<file path="src/rtl/mp_add_sequencer.sv">
// Multi-precision adder sequencer: walks NWORDS 32-bit slices through one external
// combinational CLA32, LSW first, chaining the slice carry, then presents the full sum.
module mp_add_sequencer #(
  parameter int NWORDS = 4
) (
  input  logic                   clk,
  input  logic                   rst_n,
  input  logic                   in_valid,
  output logic                   in_ready,
  input  logic [NWORDS*32-1:0]   in_A,
  input  logic [NWORDS*32-1:0]   in_B,
  input  logic                   in_Cin,
  output logic [31:0]            operA,
  output logic [31:0]            operB,
  output logic                   Cin,
  input  logic [31:0]            resultOUT,
  input  logic                   Cout,
  output logic                   out_valid,
  input  logic                   out_ready,
  output logic [NWORDS*32-1:0]   out_sum,
  output logic                   out_Cout
);

  localparam int IDXW = (NWORDS > 1) ? $clog2(NWORDS) : 1;
  localparam logic [IDXW-1:0] LAST_IDX = IDXW'(NWORDS - 1);

  typedef enum logic [1:0] {
    IDLE = 2'd0,
    ADD  = 2'd1,
    DONE = 2'd2
  } state_t;

  state_t          state_reg;
  state_t          state_next;
  logic [IDXW-1:0] idx_reg;
  logic            carry_reg;
  logic            out_cout_reg;

  logic [31:0]     a_word   [NWORDS];
  logic [31:0]     b_word   [NWORDS];

  logic            accept;
  logic            last_slice;

  assign accept     = (state_reg == IDLE) && in_valid;
  assign last_slice = (state_reg == ADD) && (idx_reg == LAST_IDX);

  // State register
  always_ff @(posedge clk or negedge rst_n) begin
    if (!rst_n) begin
      state_reg <= IDLE;
    end else begin
      state_reg <= state_next;
    end
  end

  // Next-state logic
  always_comb begin
    state_next = state_reg;
    case (state_reg)
      IDLE:    if (in_valid)   state_next = ADD;
      ADD:     if (last_slice) state_next = DONE;
      DONE:    if (out_ready)  state_next = IDLE;
      default:                 state_next = IDLE;
    endcase
  end

  // Outputs decoded from state; the slice mux only selects which word is shown in ADD
  always_comb begin
    in_ready  = 1'b0;
    out_valid = 1'b0;
    operA     = '0;
    operB     = '0;
    Cin       = 1'b0;
    case (state_reg)
      IDLE: begin
        in_ready = 1'b1;
      end
      ADD: begin
        operA = a_word[idx_reg];
        operB = b_word[idx_reg];
        Cin   = carry_reg;
      end
      DONE: begin
        out_valid = 1'b1;
      end
      default: begin
        in_ready = 1'b0;
      end
    endcase
  end

  // Slice index and chained carry; the final carry leaves only through out_Cout
  always_ff @(posedge clk or negedge rst_n) begin
    if (!rst_n) begin
      idx_reg      <= '0;
      carry_reg    <= 1'b0;
      out_cout_reg <= 1'b0;
    end else begin
      if (accept) begin
        idx_reg   <= '0;
        carry_reg <= in_Cin;
      end else if (state_reg == ADD) begin
        carry_reg <= Cout;
        if (!last_slice) begin
          idx_reg <= idx_reg + IDXW'(1);
        end
      end
      if (last_slice) begin
        out_cout_reg <= Cout;
      end
    end
  end

  assign out_Cout = out_cout_reg;

  // Per-word operand, partial-sum and output registers
  generate
    for (genvar gi = 0; gi < NWORDS; gi++) begin : g_word
      logic [31:0] a_reg;
      logic [31:0] b_reg;
      logic [31:0] sum_reg;
      logic [31:0] out_word_reg;
      logic [31:0] final_word;

      // The top word is still on resultOUT during the last ADD cycle
      if (gi == NWORDS - 1) begin : g_top
        assign final_word = resultOUT;
      end else begin : g_low
        assign final_word = sum_reg;
      end

      always_ff @(posedge clk or negedge rst_n) begin
        if (!rst_n) begin
          a_reg        <= '0;
          b_reg        <= '0;
          sum_reg      <= '0;
          out_word_reg <= '0;
        end else begin
          if (accept) begin
            a_reg <= in_A[gi*32 +: 32];
            b_reg <= in_B[gi*32 +: 32];
          end
          if ((state_reg == ADD) && (idx_reg == IDXW'(gi))) begin
            sum_reg <= resultOUT;
          end
          if (last_slice) begin
            out_word_reg <= final_word;
          end
        end
      end

      assign a_word[gi]           = a_reg;
      assign b_word[gi]           = b_reg;
      assign out_sum[gi*32 +: 32] = out_word_reg;
    end
  endgenerate

endmodule

</file>
<file path="config.mk">
export PLATFORM = sky130hd
export DESIGN_NAME = mp_add_sequencer
export DESIGN_NICKNAME = d
export VERILOG_FILES = /design/src/rtl/mp_add_sequencer.sv
export SDC_FILE = /design/constraint.sdc
export NUM_CORES = 1
export LEC_CHECK = 0
export ABC_AREA = 1
export BUFFER_PORTS_ARGS = -buffer_cell sky130_fd_sc_hd__buf_2
export CAP_MARGIN = 20
export CELL_PAD_IN_SITES_DETAIL_PLACEMENT = 1
export CELL_PAD_IN_SITES_GLOBAL_PLACEMENT = 1
export CORE_ASPECT_RATIO = 0.5
export CORE_UTILIZATION = 41
export CTS_BUF_LIST = sky130_fd_sc_hd__clkbuf_8
export DETAILED_ROUTE_END_ITERATION = 10
export PLACE_DENSITY = 0.8
export SLEW_MARGIN = 30
export SYNTH_ARGS = -nofsm -noshare
export SYNTH_HDL_FRONTEND = slang
export SYNTH_SLANG_ARGS = --single-unit
</file>
<file path="constraint.sdc">
create_clock -name clk -period 2.2 [get_ports clk]
set_clock_uncertainty 0.1 [all_clocks]
set_input_delay 0.33 -clock clk [delete_from_list [all_inputs] [get_ports clk]]
set_output_delay 0.33 -clock clk [all_outputs]
set_load 0.02 [all_outputs]
</file>
==> out/metrics.yaml <==
status:
  status: "complete, but fails checks"
  violations: "negative setup slack"
timing:
  rsz0062_at_grt: "true"
  tns_ps: -26070
  max_slew_margin: 0.570
  fin_crit_sh: 1.27
  fmax_mhz: 359
  hold_ws_ps: 87.3
  worstMarginPinSlew_ps: 645
  setup_violations: 67
  period_needed_ps: 2790
  fin_ws_ps: -588
  timing.final.hold_violations: 0
  timing.final.max_slew_violations: 0
die:
  design.core.area_sq_um: 48900
  die_h_um: 160
  num_rows: 57
  start_util: 0.418
  ioPinCount: 490
  dieArea_sq_um: 50800
  die_w_um: 318
cts:
  clock-sinks: 486
  cts.htree.levels: 3
  cts_buffers: 74
  cts_root_buf: "clkbuf_8"
  insertion_delay_ps: 670
  clk_path_buf_depth: 3
  cts.reportedPaths.clkPinSlew_ps: 100
  cts_tree: "done"
global_route:
  grt_overflow: 0
  grt_pass1_vias: 23500
  grt_pass1_wl_mm: 138
  grt_max_degree: 98
  track_usage: 0.359
  antenna_found_initial: 36
pwr:
  clock_power_share: 0.170
  power.total_mw: 45.9
  power_density_nw_per_um2: 1580
  internal_power_mw: 24.2
  p_comb_frac: 0.496
  peakVddDrop_mv: 0.771
  leakagePower_nw: 15.4
  p_sw_frac: 0.472
  power_switching_mw: 21.7
  seqPwrFrac: 0.335
logic_synthesis:
  async_flop_share: 1.00
  synth_area_sq_um: 20400
  synth.largest_area_cell: "dfrtp_1"
  syn_avg_cell_area_sq_um: 8.29
  yosysSeqAreaShare: 0.595
  synth_common_cells: "685 x nand2_1, 486 x dfrtp_1, 320 x a21oi_1, 293 x inv_1, 259 x nor2_1"
  synth_warnings: 0
  ys_types: 17
  synth_top_area_share: 0.595
  ys_ff_latch: 486
  yosysMostFrequentCell: "nand2_1"
  ys.flop_type: "dfrtp_1"
  synth_cells: 2466
  synth_edf_count: 0
  synthTopCellsByArea: "dfrtp_1 59%, nand2_1 13%, a21oi_1 7.8%"
  synth.net_count: 2764
layout:
  layout-drive-gt1-share: 0.224
  final_core_util: 0.593
  areaGrowthSynthToFinish_pct: 41.8
  finalNetCount: 3536
route:
  firstDrtPassIters: 5
  viasPerCell: 5.48
  vias: 21700
  antenna_left: 0
  drtIter0Drc: 2216
  drc: 0
  finalWirelength_mm: 97.0
  wl_per_cell_um: 24.5
setup_path:
  cp_cell_sequence: "inv_8 > buf_6 > nand2_1 > nand3_1 > a21oi_2 > buf_4"
  arrival_ps: 2360
  crit_fanout: 19
  path_buf_inv: 3
  critPathKind: "flop to output port"
  crit_family: "flip-flops"
  cp-start-kind: "flop"
  crit_required_ps: 1770
  cpMaxStageDelayCell: "dfrtp_4"
  cp-end-kind: "output port"
  max_stage_delay_ps: 570
min_path:
  min_path_type: "input pin to async pin"
place:
  post-dp-hpwl_mm: 43.2
  port_buffers: 489
  gp_congestion: 0.841
run:
  drv_cap: 0
-- cell type report --
cell class	count	area (sq um)
multi-input combinational	1534	6810
clock buffer	92	1270
timing repair buffer	847	6610
antenna	27	67.6
tap	649	812
fill	5763	19900
inverter	295	1120
clock inverter	33	146
sequential	486	12200
-- path summary, 6_finish.rpt --
kind,slack [ps],depth (start not counted),from,end
setup / recovery,-590,6,idx_reg[0]$_DFFE_PN0P_,operB[24]
hold / removal,90,2,rst_n,g_word[0].a_reg[1]$_DFFE_PN0P_
setup reg to reg,-70,5,state_reg[0]$_DFFE_PN0P_,g_word[2].b_reg[22]$_DFFE_PN0P_
hold reg to reg,370,2,g_word[0].out_word_reg[21]$_DFFE_PN0P_,g_word[0].out_word_reg[21]$_DFFE_PN0P_
max in group asynchronous,1100,4,rst_n,g_word[1].final_word[18]$_DFFE_PN0P_
min in group clk,240,3,in_valid,g_word[1].a_reg[9]$_DFFE_PN0P_
-- what timing repair did --
action                                  CTS  global route
cloned                                    5             3
hold endpoints to repair                733             0
hold buffers                            293             0
pin swaps                                 4            11
endpoints found under the setup margin   65            65
gates resized for setup                  72            76
buffers inserted                          2             2
-- through the flow --
stage          area [sq um]  cells  setup slack [ps]
6_report              29000   3963              -588
3_5_place_dp          23900   3506               276
4_1_cts               28600   3931              -342
2_1_floorplan         20400   2466               257
3_3_place_gp          23900   3506               278
5_1_grt               29000   3955              -744
-- power groups by stage --
stage	Combinational [mW]	Clock, mW	Sequential (mW)
finish	22.8	7.80	15.4
global route	24.2	8.19	15.7
CTS	19.6	7.61	14.9
detailed placement	17.9	0	15.0
global placement	17.3	0	14.8
floorplan	10.4	0	15.9
-- logic make-up after synthesis --
family / count (synthesis) / share of synthesized area
compound gates: 450 / 0.110
simple gates: 1080 / 0.207
buf+inv: 446 / 0.0853
flops: 486 / 0.595
fa+ha+maj: 4 / 0.00245
-- placed cells by master (no fill, tap or decap) --
master / netlist / routed
dfrtp_2: 0 / 1
a21oi_4: 0 / 1
clkbuf_8: 0 / 92
inv_4: 0 / 2
nand2_2: 1 / 12
inv_1: 293 / 309
a21oi_1: 320 / 279
clkinv_2: 0 / 12
dfrtp_1: 486 / 484
nor2_1: 259 / 258
nand2_4: 0 / 2
ha_1: 4 / 4
clkbuf_16: 0 / 2
nand2_1: 685 / 672
a21oi_2: 0 / 40
diode_2: 0 / 27
nor2_2: 1 / 1
o21ai_0: 129 / 129
nor2_4: 1 / 2
inv_8: 0 / 1
nand4_1: 1 / 1
o31ai_1: 1 / 1
buf_12: 0 / 28
buf_6: 0 / 17
buf_4: 0 / 62
buf_2: 56 / 436
clkinvlp_4: 0 / 2
nand3_1: 132 / 121
buf_8: 0 / 2
inv_2: 2 / 2
nand3_2: 0 / 11
dlygate4sd3_1: 0 / 293
buf_16: 0 / 7
dfrtp_4: 0 / 1
-- worst reg2reg max path, delay by kind of cell (launching register included) --
| family | cells | cell delay (ps) |
|---|---|---|
| AND/OR/NAND/NOR | 3 | 1050 |
| flip-flops | 1 | 470 |
| buffers and inverters | 1 | 380 |
| AO/OA/AOI/OAI | 1 | 130 |
-- layer usage --
metal | track usage | share of wire
met1 | 0.377 | 0.35
met2 | 0.592 | 0.47
met3 | 0.108 | 0.078
met4 | 0.311 | 0.096
met5 | 0.0102 | 0.0015
Power figures use the tool's default switching activity.
